<file path="src/rtl/mem_sched_pkg.sv">
// mem_sched shared sizes, tag table types and the issue bundle.
// Optional instr aging is selected by MEM_SCHED_AGING_EN.
package mem_sched_pkg;

  localparam int PA_WIDTH   = 32;
  localparam int LINE_WIDTH = 128;
  localparam int ID_WIDTH   = 2;
  localparam int NUM_TAGS   = 2 ** ID_WIDTH;
  localparam int AGE_LIMIT  = 4;
  localparam int AGE_WIDTH  = $clog2(AGE_LIMIT + 1);

  typedef enum logic {
    OWN_INSTR,
    OWN_DATA
  } mem_owner_t;

  typedef struct packed {
    logic       valid;
    mem_owner_t owner;
  } tag_entry_t;

  typedef logic [ID_WIDTH-1:0] tag_id_t;
  typedef logic [NUM_TAGS-1:0] tag_vec_t;

  typedef struct packed {
    logic                  en;
    logic                  wr;
    logic [PA_WIDTH-1:0]   addr;
    logic [LINE_WIDTH-1:0] data;
    tag_id_t               id;
  } mem_issue_t;

  function automatic tag_vec_t tag_onehot(
    input tag_id_t id
  );
    return tag_vec_t'(1) << id;
  endfunction

endpackage

</file>
<file path="src/rtl/mem_sched_if.sv">
// Requester, memory and response signals of mem_sched.
// slave = scheduler side, master = requesters/memory side.
interface mem_sched_if;
  import mem_sched_pkg::*;

  logic                  i_instr_enable;
  logic [PA_WIDTH-1:0]   i_instr_addr;
  logic                  o_instr_grant;
  tag_id_t               o_instr_id;
  logic                  i_data_enable;
  logic                  i_data_write;
  logic [PA_WIDTH-1:0]   i_data_addr;
  logic [LINE_WIDTH-1:0] i_data;
  logic                  o_data_grant;
  tag_id_t               o_data_id;
  logic                  o_mem_enable;
  logic                  o_mem_write;
  logic [PA_WIDTH-1:0]   o_mem_addr;
  logic [LINE_WIDTH-1:0] o_mem_data;
  tag_id_t               o_mem_id;
  logic                  i_mem_full;
  logic                  i_resp_enable;
  tag_id_t               i_resp_id;
  logic                  o_resp_instr;
  logic                  o_resp_data;
  logic                  i_ack_instr;
  logic                  i_ack_data;
  logic                  o_tags_full;
  logic                  o_spurious;

  modport slave (
    input  i_instr_enable, i_instr_addr,
    input  i_data_enable, i_data_write,
    input  i_data_addr, i_data,
    input  i_mem_full, i_resp_enable, i_resp_id,
    input  i_ack_instr, i_ack_data,
    output o_instr_grant, o_instr_id,
    output o_data_grant, o_data_id,
    output o_mem_enable, o_mem_write,
    output o_mem_addr, o_mem_data, o_mem_id,
    output o_resp_instr, o_resp_data,
    output o_tags_full, o_spurious
  );

  modport master (
    output i_instr_enable, i_instr_addr,
    output i_data_enable, i_data_write,
    output i_data_addr, i_data,
    output i_mem_full, i_resp_enable, i_resp_id,
    output i_ack_instr, i_ack_data,
    input  o_instr_grant, o_instr_id,
    input  o_data_grant, o_data_id,
    input  o_mem_enable, o_mem_write,
    input  o_mem_addr, o_mem_data, o_mem_id,
    input  o_resp_instr, o_resp_data,
    input  o_tags_full, o_spurious
  );

endinterface

</file>
<file path="src/rtl/mem_sched_tag_alloc.sv">
// Tag free bitmap with lowest-free encoder.
// Frees land at the edge, so a freed tag is offered next cycle.
module mem_sched_tag_alloc
  import mem_sched_pkg::*;
(
  input  logic     clk,
  input  logic     rst,
  input  logic     alloc,
  input  tag_vec_t free_mask,
  output tag_vec_t valid,
  output tag_id_t  free_id,
  output logic     has_free,
  output logic     full
);

  tag_vec_t valid_n;

  always_comb begin
    free_id = '0;
    for (int k = NUM_TAGS - 1; k >= 0; k--) begin
      if (!valid[k]) free_id = tag_id_t'(k);
    end
  end

  assign has_free = ~&valid;

  always_comb begin
    valid_n = valid & ~free_mask;
    if (alloc) valid_n = valid_n | tag_onehot(free_id);
  end

  always_ff @(posedge clk or negedge rst) begin
    if (!rst) begin
      valid <= '0;
      full  <= 1'b0;
    end else begin
      valid <= valid_n;
      full  <= &valid_n;
    end
  end

endmodule

</file>
<file path="src/rtl/mem_sched.sv">
// Shared memory port scheduler for instr/data requesters.
// MEM_SCHED_AGING_EN enables instr promotion after AGE_LIMIT losses.
module mem_sched
  import mem_sched_pkg::*;
(
  input logic        clk,
  input logic        rst,
  mem_sched_if.slave bus
);

  tag_vec_t   valid;
  tag_vec_t   free_mask;
  tag_id_t    free_id;
  tag_id_t    lid_i;
  tag_id_t    lid_d;
  logic       has_free;
  logic       full;
  mem_owner_t owner_q [NUM_TAGS];
  tag_entry_t tag_tab [NUM_TAGS];
  tag_entry_t resp_ent;
  logic       elig_i;
  logic       elig_d;
  logic       gnt_i;
  logic       gnt_d;
  logic       promote;
  logic       alloc;
  logic       ack_ok_i;
  logic       ack_ok_d;
  logic       spur_set;
  logic       spur_q;
  mem_issue_t issue_n;
  mem_issue_t issue_q;

  mem_sched_tag_alloc u_tags (
    .clk       (clk),
    .rst       (rst),
    .alloc     (alloc),
    .free_mask (free_mask),
    .valid     (valid),
    .free_id   (free_id),
    .has_free  (has_free),
    .full      (full)
  );

  always_comb begin
    for (int k = 0; k < NUM_TAGS; k++) begin
      tag_tab[k].valid = valid[k];
      tag_tab[k].owner = owner_q[k];
    end
  end

  assign elig_i = bus.i_instr_enable
                & ~bus.i_mem_full
                & has_free;
  assign elig_d = bus.i_data_enable
                & ~bus.i_mem_full
                & (bus.i_data_write | has_free);

  assign gnt_i = elig_i & (~elig_d | promote);
  assign gnt_d = elig_d & ~gnt_i;
  assign alloc = gnt_i | (gnt_d & ~bus.i_data_write);

  assign bus.o_instr_grant = gnt_i;
  assign bus.o_instr_id    = free_id;
  assign bus.o_data_grant  = gnt_d;
  assign bus.o_data_id     = free_id;

`ifdef MEM_SCHED_AGING_EN
  logic [AGE_WIDTH-1:0] age_cnt;

  assign promote = (age_cnt == AGE_WIDTH'(AGE_LIMIT));

  always_ff @(posedge clk or negedge rst) begin
    if (!rst) begin
      age_cnt <= '0;
    end else if (gnt_i) begin
      age_cnt <= '0;
    end else if (elig_i && !promote) begin
      age_cnt <= age_cnt + 1'b1;
    end
  end
`else
  assign promote = 1'b0;
`endif

  assign resp_ent = tag_tab[bus.i_resp_id];

  assign bus.o_resp_instr = bus.i_resp_enable
                          & resp_ent.valid
                          & (resp_ent.owner == OWN_INSTR);
  assign bus.o_resp_data  = bus.i_resp_enable
                          & resp_ent.valid
                          & (resp_ent.owner == OWN_DATA);

  // An ack frees the tag last routed to that owner, if still held by it.
  assign ack_ok_i = tag_tab[lid_i].valid
                  & (tag_tab[lid_i].owner == OWN_INSTR);
  assign ack_ok_d = tag_tab[lid_d].valid
                  & (tag_tab[lid_d].owner == OWN_DATA);

  always_comb begin
    free_mask = '0;
    if (bus.i_ack_instr && ack_ok_i)
      free_mask = free_mask | tag_onehot(lid_i);
    if (bus.i_ack_data && ack_ok_d)
      free_mask = free_mask | tag_onehot(lid_d);
  end

  assign spur_set = (bus.i_resp_enable & ~resp_ent.valid)
                  | (bus.i_ack_instr & ~ack_ok_i)
                  | (bus.i_ack_data & ~ack_ok_d);

  always_comb begin
    issue_n = '0;
    unique case (1'b1)
      gnt_i: begin
        issue_n.en   = 1'b1;
        issue_n.addr = bus.i_instr_addr;
        issue_n.id   = free_id;
      end
      gnt_d: begin
        issue_n.en   = 1'b1;
        issue_n.wr   = bus.i_data_write;
        issue_n.addr = bus.i_data_addr;
        if (bus.i_data_write)
          issue_n.data = bus.i_data;
        else
          issue_n.id = free_id;
      end
      default: ;
    endcase
  end

  always_ff @(posedge clk or negedge rst) begin
    if (!rst) begin
      for (int k = 0; k < NUM_TAGS; k++)
        owner_q[k] <= OWN_INSTR;
    end else if (alloc) begin
      owner_q[free_id] <= gnt_i ? OWN_INSTR : OWN_DATA;
    end
  end

  always_ff @(posedge clk or negedge rst) begin
    if (!rst) begin
      lid_i   <= '0;
      lid_d   <= '0;
      spur_q  <= 1'b0;
      issue_q <= '0;
    end else begin
      if (bus.o_resp_instr) lid_i <= bus.i_resp_id;
      if (bus.o_resp_data)  lid_d <= bus.i_resp_id;
      spur_q  <= spur_q | spur_set;
      issue_q <= issue_n;
    end
  end

  assign bus.o_mem_enable = issue_q.en;
  assign bus.o_mem_write  = issue_q.wr;
  assign bus.o_mem_addr   = issue_q.addr;
  assign bus.o_mem_data   = issue_q.data;
  assign bus.o_mem_id     = issue_q.id;
  assign bus.o_tags_full  = full;
  assign bus.o_spurious   = spur_q;

endmodule

</file>
<file path="src/flat_wrapper.sv">
// flat-port wrapper written by rule: the top's interface ports become plain ports
module mem_sched_flat import mem_sched_pkg::*;
  (clk, rst, bus_i_instr_enable, bus_i_instr_addr, bus_i_data_enable, bus_i_data_write, bus_i_data_addr, bus_i_data, bus_i_mem_full, bus_i_resp_enable, bus_i_resp_id, bus_i_ack_instr, bus_i_ack_data, bus_o_instr_grant, bus_o_instr_id, bus_o_data_grant, bus_o_data_id, bus_o_mem_enable, bus_o_mem_write, bus_o_mem_addr, bus_o_mem_data, bus_o_mem_id, bus_o_resp_instr, bus_o_resp_data, bus_o_tags_full, bus_o_spurious);
  mem_sched_if bus_i ();
  input logic clk;
  input logic rst;
  input wire logic [$bits(bus_i.i_instr_enable)-1:0] bus_i_instr_enable;
  input wire logic [$bits(bus_i.i_instr_addr)-1:0] bus_i_instr_addr;
  input wire logic [$bits(bus_i.i_data_enable)-1:0] bus_i_data_enable;
  input wire logic [$bits(bus_i.i_data_write)-1:0] bus_i_data_write;
  input wire logic [$bits(bus_i.i_data_addr)-1:0] bus_i_data_addr;
  input wire logic [$bits(bus_i.i_data)-1:0] bus_i_data;
  input wire logic [$bits(bus_i.i_mem_full)-1:0] bus_i_mem_full;
  input wire logic [$bits(bus_i.i_resp_enable)-1:0] bus_i_resp_enable;
  input wire logic [$bits(bus_i.i_resp_id)-1:0] bus_i_resp_id;
  input wire logic [$bits(bus_i.i_ack_instr)-1:0] bus_i_ack_instr;
  input wire logic [$bits(bus_i.i_ack_data)-1:0] bus_i_ack_data;
  output wire logic [$bits(bus_i.o_instr_grant)-1:0] bus_o_instr_grant;
  output wire logic [$bits(bus_i.o_instr_id)-1:0] bus_o_instr_id;
  output wire logic [$bits(bus_i.o_data_grant)-1:0] bus_o_data_grant;
  output wire logic [$bits(bus_i.o_data_id)-1:0] bus_o_data_id;
  output wire logic [$bits(bus_i.o_mem_enable)-1:0] bus_o_mem_enable;
  output wire logic [$bits(bus_i.o_mem_write)-1:0] bus_o_mem_write;
  output wire logic [$bits(bus_i.o_mem_addr)-1:0] bus_o_mem_addr;
  output wire logic [$bits(bus_i.o_mem_data)-1:0] bus_o_mem_data;
  output wire logic [$bits(bus_i.o_mem_id)-1:0] bus_o_mem_id;
  output wire logic [$bits(bus_i.o_resp_instr)-1:0] bus_o_resp_instr;
  output wire logic [$bits(bus_i.o_resp_data)-1:0] bus_o_resp_data;
  output wire logic [$bits(bus_i.o_tags_full)-1:0] bus_o_tags_full;
  output wire logic [$bits(bus_i.o_spurious)-1:0] bus_o_spurious;
  assign bus_i.i_instr_enable = bus_i_instr_enable;
  assign bus_i.i_instr_addr = bus_i_instr_addr;
  assign bus_i.i_data_enable = bus_i_data_enable;
  assign bus_i.i_data_write = bus_i_data_write;
  assign bus_i.i_data_addr = bus_i_data_addr;
  assign bus_i.i_data = bus_i_data;
  assign bus_i.i_mem_full = bus_i_mem_full;
  assign bus_i.i_resp_enable = bus_i_resp_enable;
  assign bus_i.i_resp_id = bus_i_resp_id;
  assign bus_i.i_ack_instr = bus_i_ack_instr;
  assign bus_i.i_ack_data = bus_i_ack_data;
  assign bus_o_instr_grant = bus_i.o_instr_grant;
  assign bus_o_instr_id = bus_i.o_instr_id;
  assign bus_o_data_grant = bus_i.o_data_grant;
  assign bus_o_data_id = bus_i.o_data_id;
  assign bus_o_mem_enable = bus_i.o_mem_enable;
  assign bus_o_mem_write = bus_i.o_mem_write;
  assign bus_o_mem_addr = bus_i.o_mem_addr;
  assign bus_o_mem_data = bus_i.o_mem_data;
  assign bus_o_mem_id = bus_i.o_mem_id;
  assign bus_o_resp_instr = bus_i.o_resp_instr;
  assign bus_o_resp_data = bus_i.o_resp_data;
  assign bus_o_tags_full = bus_i.o_tags_full;
  assign bus_o_spurious = bus_i.o_spurious;
  mem_sched u_core (.clk(clk), .rst(rst), .bus(bus_i));
endmodule
</file>
<file path="config.mk">
export PLATFORM = sky130hd
export DESIGN_NAME = mem_sched_flat
export DESIGN_NICKNAME = d
export VERILOG_FILES = /design/src/rtl/mem_sched_pkg.sv /design/src/rtl/mem_sched_if.sv /design/src/rtl/mem_sched_tag_alloc.sv /design/src/rtl/mem_sched.sv /design/src/flat_wrapper.sv
export SDC_FILE = /design/constraint.sdc
export NUM_CORES = 1
export LEC_CHECK = 0
export BUFFER_PORTS_ARGS = -buffer_cell sky130_fd_sc_hd__buf_2
export CAP_MARGIN = 20
export CORE_AREA = 5 5 142 144
export DETAILED_ROUTE_END_ITERATION = 8
export DIE_AREA = 0 0 147 149
export PLACE_DENSITY_LB_ADDON = 0.15
export SETUP_SLACK_MARGIN = 0.4
export SLEW_MARGIN = 20
export SYNTH_ARGS = -nofsm -noshare
export SYNTH_HDL_FRONTEND = slang
export SYNTH_SLANG_ARGS = --single-unit
</file>
<file path="constraint.sdc">
create_clock -name clk -period 1.9 [get_ports clk]
set_input_delay 0.38 -clock clk [delete_from_list [all_inputs] [get_ports clk]]
set_output_delay 0.38 -clock clk [all_outputs]
set_load 0.01 [all_outputs]
</file>
==> impl_metrics.toml, run 1 <==
[grt]
grt_overflow_total = 0
antenna_found_initial = 1
grt_pass1_vias = 5383
grt_usage = 0.179
grt_max_degree = 88
grt_pass1_wl_um = 30200

[critical_path]
start_kind = "register"
crit_chain = "mux4_2 > nand3b_4 > inv_2 > buf_6"
regToRegSetupSlack_ns = 0.16
critPathKind = "register to primary output"
cp-end-kind = "primary output"
slowest_stage = "mux4_2"
max_stage_delay_ns = 0.52
critPathMaxFanout = 2
worst_ep_required_time_ns = 1.52
cp_data_arrival_time_ns = 1.67

[finish]
drive_gt1_frac = 0.555
syn2layout_area_growth_pct = 52.4
antenna_cells = 0
final_cell_area_um2 = 9530
nets = 1052
utilization = 0.513
fillCellCount = 1679

[sta]
worst_pin_slew_ns = 0.423
setup_viol = 5
rsz0062_at_grt = "true"
timing.setup.tns_ns = -0.335
timing.hold.ws_ns = 0.166
finalHoldViolations = 0
min_period_ns = 2.05
fmax_mhz = 487
relSlewSlack = 0.718
fin_worst_skew_ns = 0.00815
setup_slack_ns = -0.153
period_share = 1.08
slew_viol_final = 0

[synth]
yosys_warnings = 0
synth-seq-area-share = 0.713
ys_ff_latch = 178
synth_edf_count = 0
synth_ff_type = "dfrtp_1"
avgSynthCellArea_um2 = 14.3
synth_area_um2 = 6250
yosys.area.top_type = "dfrtp_1"
syn-num-nets = 639
syn_inst = 436
async_reset_ff_frac = 1.00
ys_types = 40
netlist.area_leader.share = 0.713
synthTopCellsByArea = "dfrtp_1, and2_1, a22o_1, a2111oi_4, a21oi_1"

[routing]
wire_per_inst_um = 18.5
wl_um = 20300
drtAntennaViolNets = 0
first_iter_violations = 134
vias_per_cell = 4.53
via_count = 4958
post-route-drc-count = 0
first_pass_iters = 4

[power_and_ir_drop]
leakagePower_nw = 5.42
p_per_area_nw_per_um2 = 1040
ir_worst_vdd_v = 0.000710
total_power_mw = 9.93

[placement]
dp_hpwl_um = 15200
place_area_um2 = 8440
io_buffer_count = 376
gp_congestion = 0.863

[clocking]
cts_max_path_buffers = 2
cts_tree = "done"
clock_latency_ns = 0.42
clk_pin_slew_ns = 0.07
htreeDepth = 4
root_buffer = "clkbuf_16"
cts_sinks = 178
numCtsBuffers = 17

[floorplan]
initial_utilization = 0.336
core_area_um2 = 18600
num_rows = 50
die-area_um2 = 21900
io_pins = 377
die-width_um = 147
die_y_um = 149

[run]
drv_cap = 0

[min_path]
min_path_type = "input pin to register"

[run_status]
violations = "setup timing"
status = "complete, but fails checks"
==> report_power, final <==
group | total, mW | switching, mW | internal [mW]
Clock | 3.74 | 1.51 | 2.23
Sequential | 4.21 | 0.176 | 4.03
Combinational | 1.98 | 0.934 | 1.05
==> state kept, by name, summed over array words and instances, names as in the netlist <==
| signal | count |
|---|---|
| u_core.lid_d | 2 |
| u_core.bus.o_mem_id | 2 |
| u_core.u_tags.valid | 4 |
| u_core.bus.o_mem_enable | 1 |
| u_core.u_tags.full | 1 |
| u_core.bus.o_spurious | 1 |
| u_core.owner_q | 4 |
| u_core.bus.o_mem_write | 1 |
| u_core.lid_i | 2 |
| u_core.bus.o_mem_data | 128 |
| u_core.bus.o_mem_addr | 32 |
==> placed cells by master (no fill, tap or decap), types with 7 or more instances in the layout <==
cell type | Yosys | final
buf_4 | 5 | 20
nand3_1 | 7 | 7
dfrtp_1 | 178 | 176
a22o_1 | 32 | 32
and2_1 | 130 | 130
buf_6 | 3 | 21
clkbuf_16 | 0 | 18
a21oi_1 | 10 | 7
buf_2 | 1 | 368
==> timing repair <==
item                                    4_1_cts  5_1_grt
gates cloned                                  1        1
resized for setup                            22       18
endpoints found under the setup margin       21       46
hold endpoints to repair                     32        0
pin swaps                                     7       11
hold buffers                                  1        0
setup buffers                                16       13
==> worst paths after layout <==
check | from | endpoint | depth (start not counted)
worst max-delay path | u_core.owner_q[2] | bus_o_resp_instr | 4
worst min-delay path | bus_i_data[17] | u_core.bus.o_mem_data[17] | 2
max in group asynchronous | rst | u_core.bus.o_mem_data[127] | 3
worst min register to register | u_core.bus.o_spurious | u_core.bus.o_spurious | 2
min in group asynchronous | rst | u_core.u_tags.full | 2
worst max register to register | u_core.u_tags.valid[3] | u_core.u_tags.full | 7
==> logic make-up after synthesis <==
group	after synthesis	synth area share
AOI/OAI and AO/OA	54	0.0757
buffers and inverters	30	0.0250
DFF	178	0.713
muxes	6	0.0156
and+or+nand+nor	168	0.171
==> layer usage <==
metal	track usage	vias to the layer above	wire length, um
met5	0	-	7
met1	0.196	2371	7520
li1	-	2263	-
met3	0.0659	36	1860
met4	0.0638	2	438
met2	0.321	286	10500
==> worst max-delay path, delay by kind of cell (launching register included) <==
kind / cells / cell delay (ns)
buffers and inverters: 2 / 0.14
flip-flops: 1 / 0.41
multiplexers: 1 / 0.52
AND/OR/NAND/NOR: 1 / 0.18
==> cell usage after synthesis (2+ instances only) <==
master	count
nand3_1	7
a22o_1	32
buf_4	5
nand2_1	3
a311oi_1	2
nand2b_1	3
and2_1	130
nand4_1	3
buf_6	3
dfrtp_1	178
a31o_2	2
clkbuf_1	13
nand2b_4	2
nor2_4	2
nor2b_1	2
inv_1	7
a21oi_1	10
mux2_4	2
mux2_1	2
mux4_2	2
a2111oi_4	2
nor2_1	6
==> through the flow <==
step	worst slack, ns	instances
after floorplan	0.384	436
after global placement	0.102	1032
after detailed placement	0.0798	1032
after CTS	-0.164	1081
after global routing	-0.205	1095
final	-0.153	1095
==> final cells by class <==
class	instances	area, um^2	area share
clock inverter	13	199	0.0209
inverter	7	28.8	0.00302
multi-input combinational	228	1740	0.182
tap	234	293	0.0307
sequential	178	4460	0.468
timing repair buffer	417	2390	0.250
clock buffer	18	429	0.0450
Note: power is estimated with default switching activity, not from simulation.
==> run 2, diff against run 1 <==
--- a/config.mk
+++ b/config.mk
@@ -11,6 +11,7 @@
 export DETAILED_ROUTE_END_ITERATION = 8
 export DIE_AREA = 0 0 147 149
 export PLACE_DENSITY_LB_ADDON = 0.15
+export RECOVER_POWER = 50
 export SETUP_SLACK_MARGIN = 0.4
 export SLEW_MARGIN = 20
 export SYNTH_ARGS = -nofsm -noshare
==> run 2 against run 1 <==
  * The run still ends with setup timing left
  * Sequential share of layout area is 0.24 points higher
  * Power is 0.22% lower
  * Hold slack worse by 0.0021 ns
  * Clock skew is 0.00068 ns lower
  * Sequential power hardly changed
  * Non-clock buffer count stayed put
  * Final area is 0.51% lower
  * Clock power hardly changed
  * Via count is 0.34% lower
  * Maximum frequency is 0.32% higher
==> impl_metrics.toml, run 2 (synthesis gave the netlist of run 1 again) <==
[sta]
period_share = 1.08
fin_worst_skew_ns = 0.00747
fmax_mhz = 489
setup_viol = 5
setup_slack_ns = -0.147
min_period_ns = 2.05
timing.setup.tns_ns = -0.301
slew_viol_final = 0
worst_pin_slew_ns = 0.970
rsz0062_at_grt = "true"
relSlewSlack = 0.353
finalHoldViolations = 0

[grt]
grt_usage = 0.179
grt_overflow_total = 0
antenna_found_initial = 1
grt_max_degree = 88
grt_pass1_wl_um = 30200
grt_pass1_vias = 5383

[critical_path]
max_stage_delay_ns = 0.52
critPathKind = "register to primary output"
worst_ep_required_time_ns = 1.52
rr_startpoint = "u_core.u_tags.valid[3]"
ff2ff_path_depth = 7
cp-end-kind = "primary output"
regToRegSetupSlack_ns = 0.17
slowest_stage = "mux4_2"
crit_chain = "mux4_2 > nand3b_4 > inv_2 > buf_6"
cp_data_arrival_time_ns = 1.67
critPathMaxFanout = 2
rr_endpoint = "u_core.u_tags.full"
start_kind = "register"

[run_status]
status = "complete, but fails checks"
violations = "setup timing"

[finish]
largest_reg_flops = 128
multi_input_area_um2 = 1730
layout_common_cells = "buf_2, dfrtp_1, and2_1, a22o_1, buf_6"
syn2layout_area_growth_pct = 51.6
final_common_cell = "buf_2"
drive_gt1_frac = 0.554
fillCellCount = 1686
regArea_um2 = 4460
nets = 1052
antenna_cells = 0

[routing]
vias_per_cell = 4.51
via_count = 4941
first_pass_iters = 4
wire_per_inst_um = 18.5
wl_um = 20200
drtAntennaViolNets = 0
post-route-drc-count = 0
first_iter_violations = 127

[clocking]
clk_pin_slew_ns = 0.07
cts_tree = "done"
cts_sinks = 178
clock_latency_ns = 0.41
htreeDepth = 4
root_buffer = "clkbuf_16"
cts_max_path_buffers = 2
numCtsBuffers = 17

[floorplan]
die_y_um = 149
initial_utilization = 0.336
io_pins = 377
die-width_um = 147
num_rows = 50
die-area_um2 = 21900
core_area_um2 = 18600

[min_path]
min_path_type = "input pin to register"
holdPathEnd = "u_core.bus.o_mem_data[28]"
whs_path_depth = 2
holdCritStartpoint = "bus_i_data[28]"

[power_and_ir_drop]
power_frac_seq = 0.424
p_sw_mw = 2.61
power.share.clock = 0.377
sw_frac_of_total = 0.263
combPwrFrac = 0.199
p_per_area_nw_per_um2 = 1040
power.internal_mw = 7.29
leakagePower_nw = 5.40
ir_worst_vdd_v = 0.000711

[run]
drv_cap = 0

[placement]
dp_hpwl_um = 15200
post-place-ws_ns = 0.0798
io_buffer_count = 376
gp_congestion = 0.863
## run 2: cell types whose count changed in the layout (fill, tap and decap cells not counted), sizes merged
cell / previous run / this run
buf: 415 / 411
clkbuf: 19 / 23
## run 2: stage by stage
| step | area (um^2) | std cells | hold WS [ns] | power [mW] | utilization |
|---|---|---|---|---|---|
| 3_5_place_dp | 8440 | 1032 | 0.314 | 5.57 | 0.454 |
| 4_1_cts | 9330 | 1081 | 0.137 | 9.73 | 0.502 |
| 2_1_floorplan | 6270 | 436 | 0.0844 | 4.96 | - |
| 6_report | 9480 | 1095 | 0.164 | 9.90 | 0.510 |
| 3_3_place_gp | 8440 | 1032 | 0.318 | 5.55 | 0.454 |
| 5_1_grt | 9480 | 1095 | 0.143 | 10.3 | 0.510 |
## run 2: layout make-up
class / instances / share of cell area
repair buffers: 417 / 0.247
multi-input cells: 228 / 0.182
clock inverters: 13 / 0.0210
flip-flops and latches: 178 / 0.470
clock buffers: 18 / 0.0453
inverters: 7 / 0.00304
well taps: 234 / 0.0309
## run 2: worst max-delay path: cells and delay by family (launching register included)
kind          cells  cell delay [ns]
simple gates      1             0.18
buf+inv           2             0.14
mux               1             0.52
flops             1             0.41
## run 2: repair_timing
item | in CTS | in global routing
setup endpoints to repair | 21 | 46
pin swaps | 7 | 11
gates cloned | 1 | 1
gates resized for setup | 22 | 18
hold endpoints to repair | 32 | 0
hold buffers | 1 | 0
buffers inserted | 16 | 13
## run 2: worst max-delay path by stage
stage                       endpoint               from  slack (ns)  cells past startpoint
floorplan           bus_o_resp_instr  u_core.owner_q[0]        0.38                      3
global placement    bus_o_resp_instr   bus_i_resp_id[0]        0.10                      5
detailed placement  bus_o_resp_instr   bus_i_resp_id[0]        0.08                      5
CTS                 bus_o_resp_instr  u_core.owner_q[3]       -0.16                      4
global route        bus_o_resp_instr  u_core.owner_q[0]       -0.20                      4
finish              bus_o_resp_instr  u_core.owner_q[2]       -0.15                      4
## run 2: power groups by stage
| stage | registers (mW) | clock network [mW] | logic [mW] |
|---|---|---|---|
| finish | 4.20 | 3.73 | 1.97 |
| detailed placement | 4.32 | 0 | 1.25 |
| global placement | 4.32 | 0 | 1.23 |
| global route | 4.22 | 4.01 | 2.12 |
| floorplan | 4.32 | 0 | 0.637 |
| CTS | 4.19 | 3.86 | 1.68 |
## run 2: metal layers
metal	up-vias	GRT usage	share of wire
met5	-	0	0.00035
met4	2	0.0638	0.023
met3	38	0.0659	0.091
met2	269	0.321	0.52
met1	2365	0.196	0.37
li1	2267	-	-
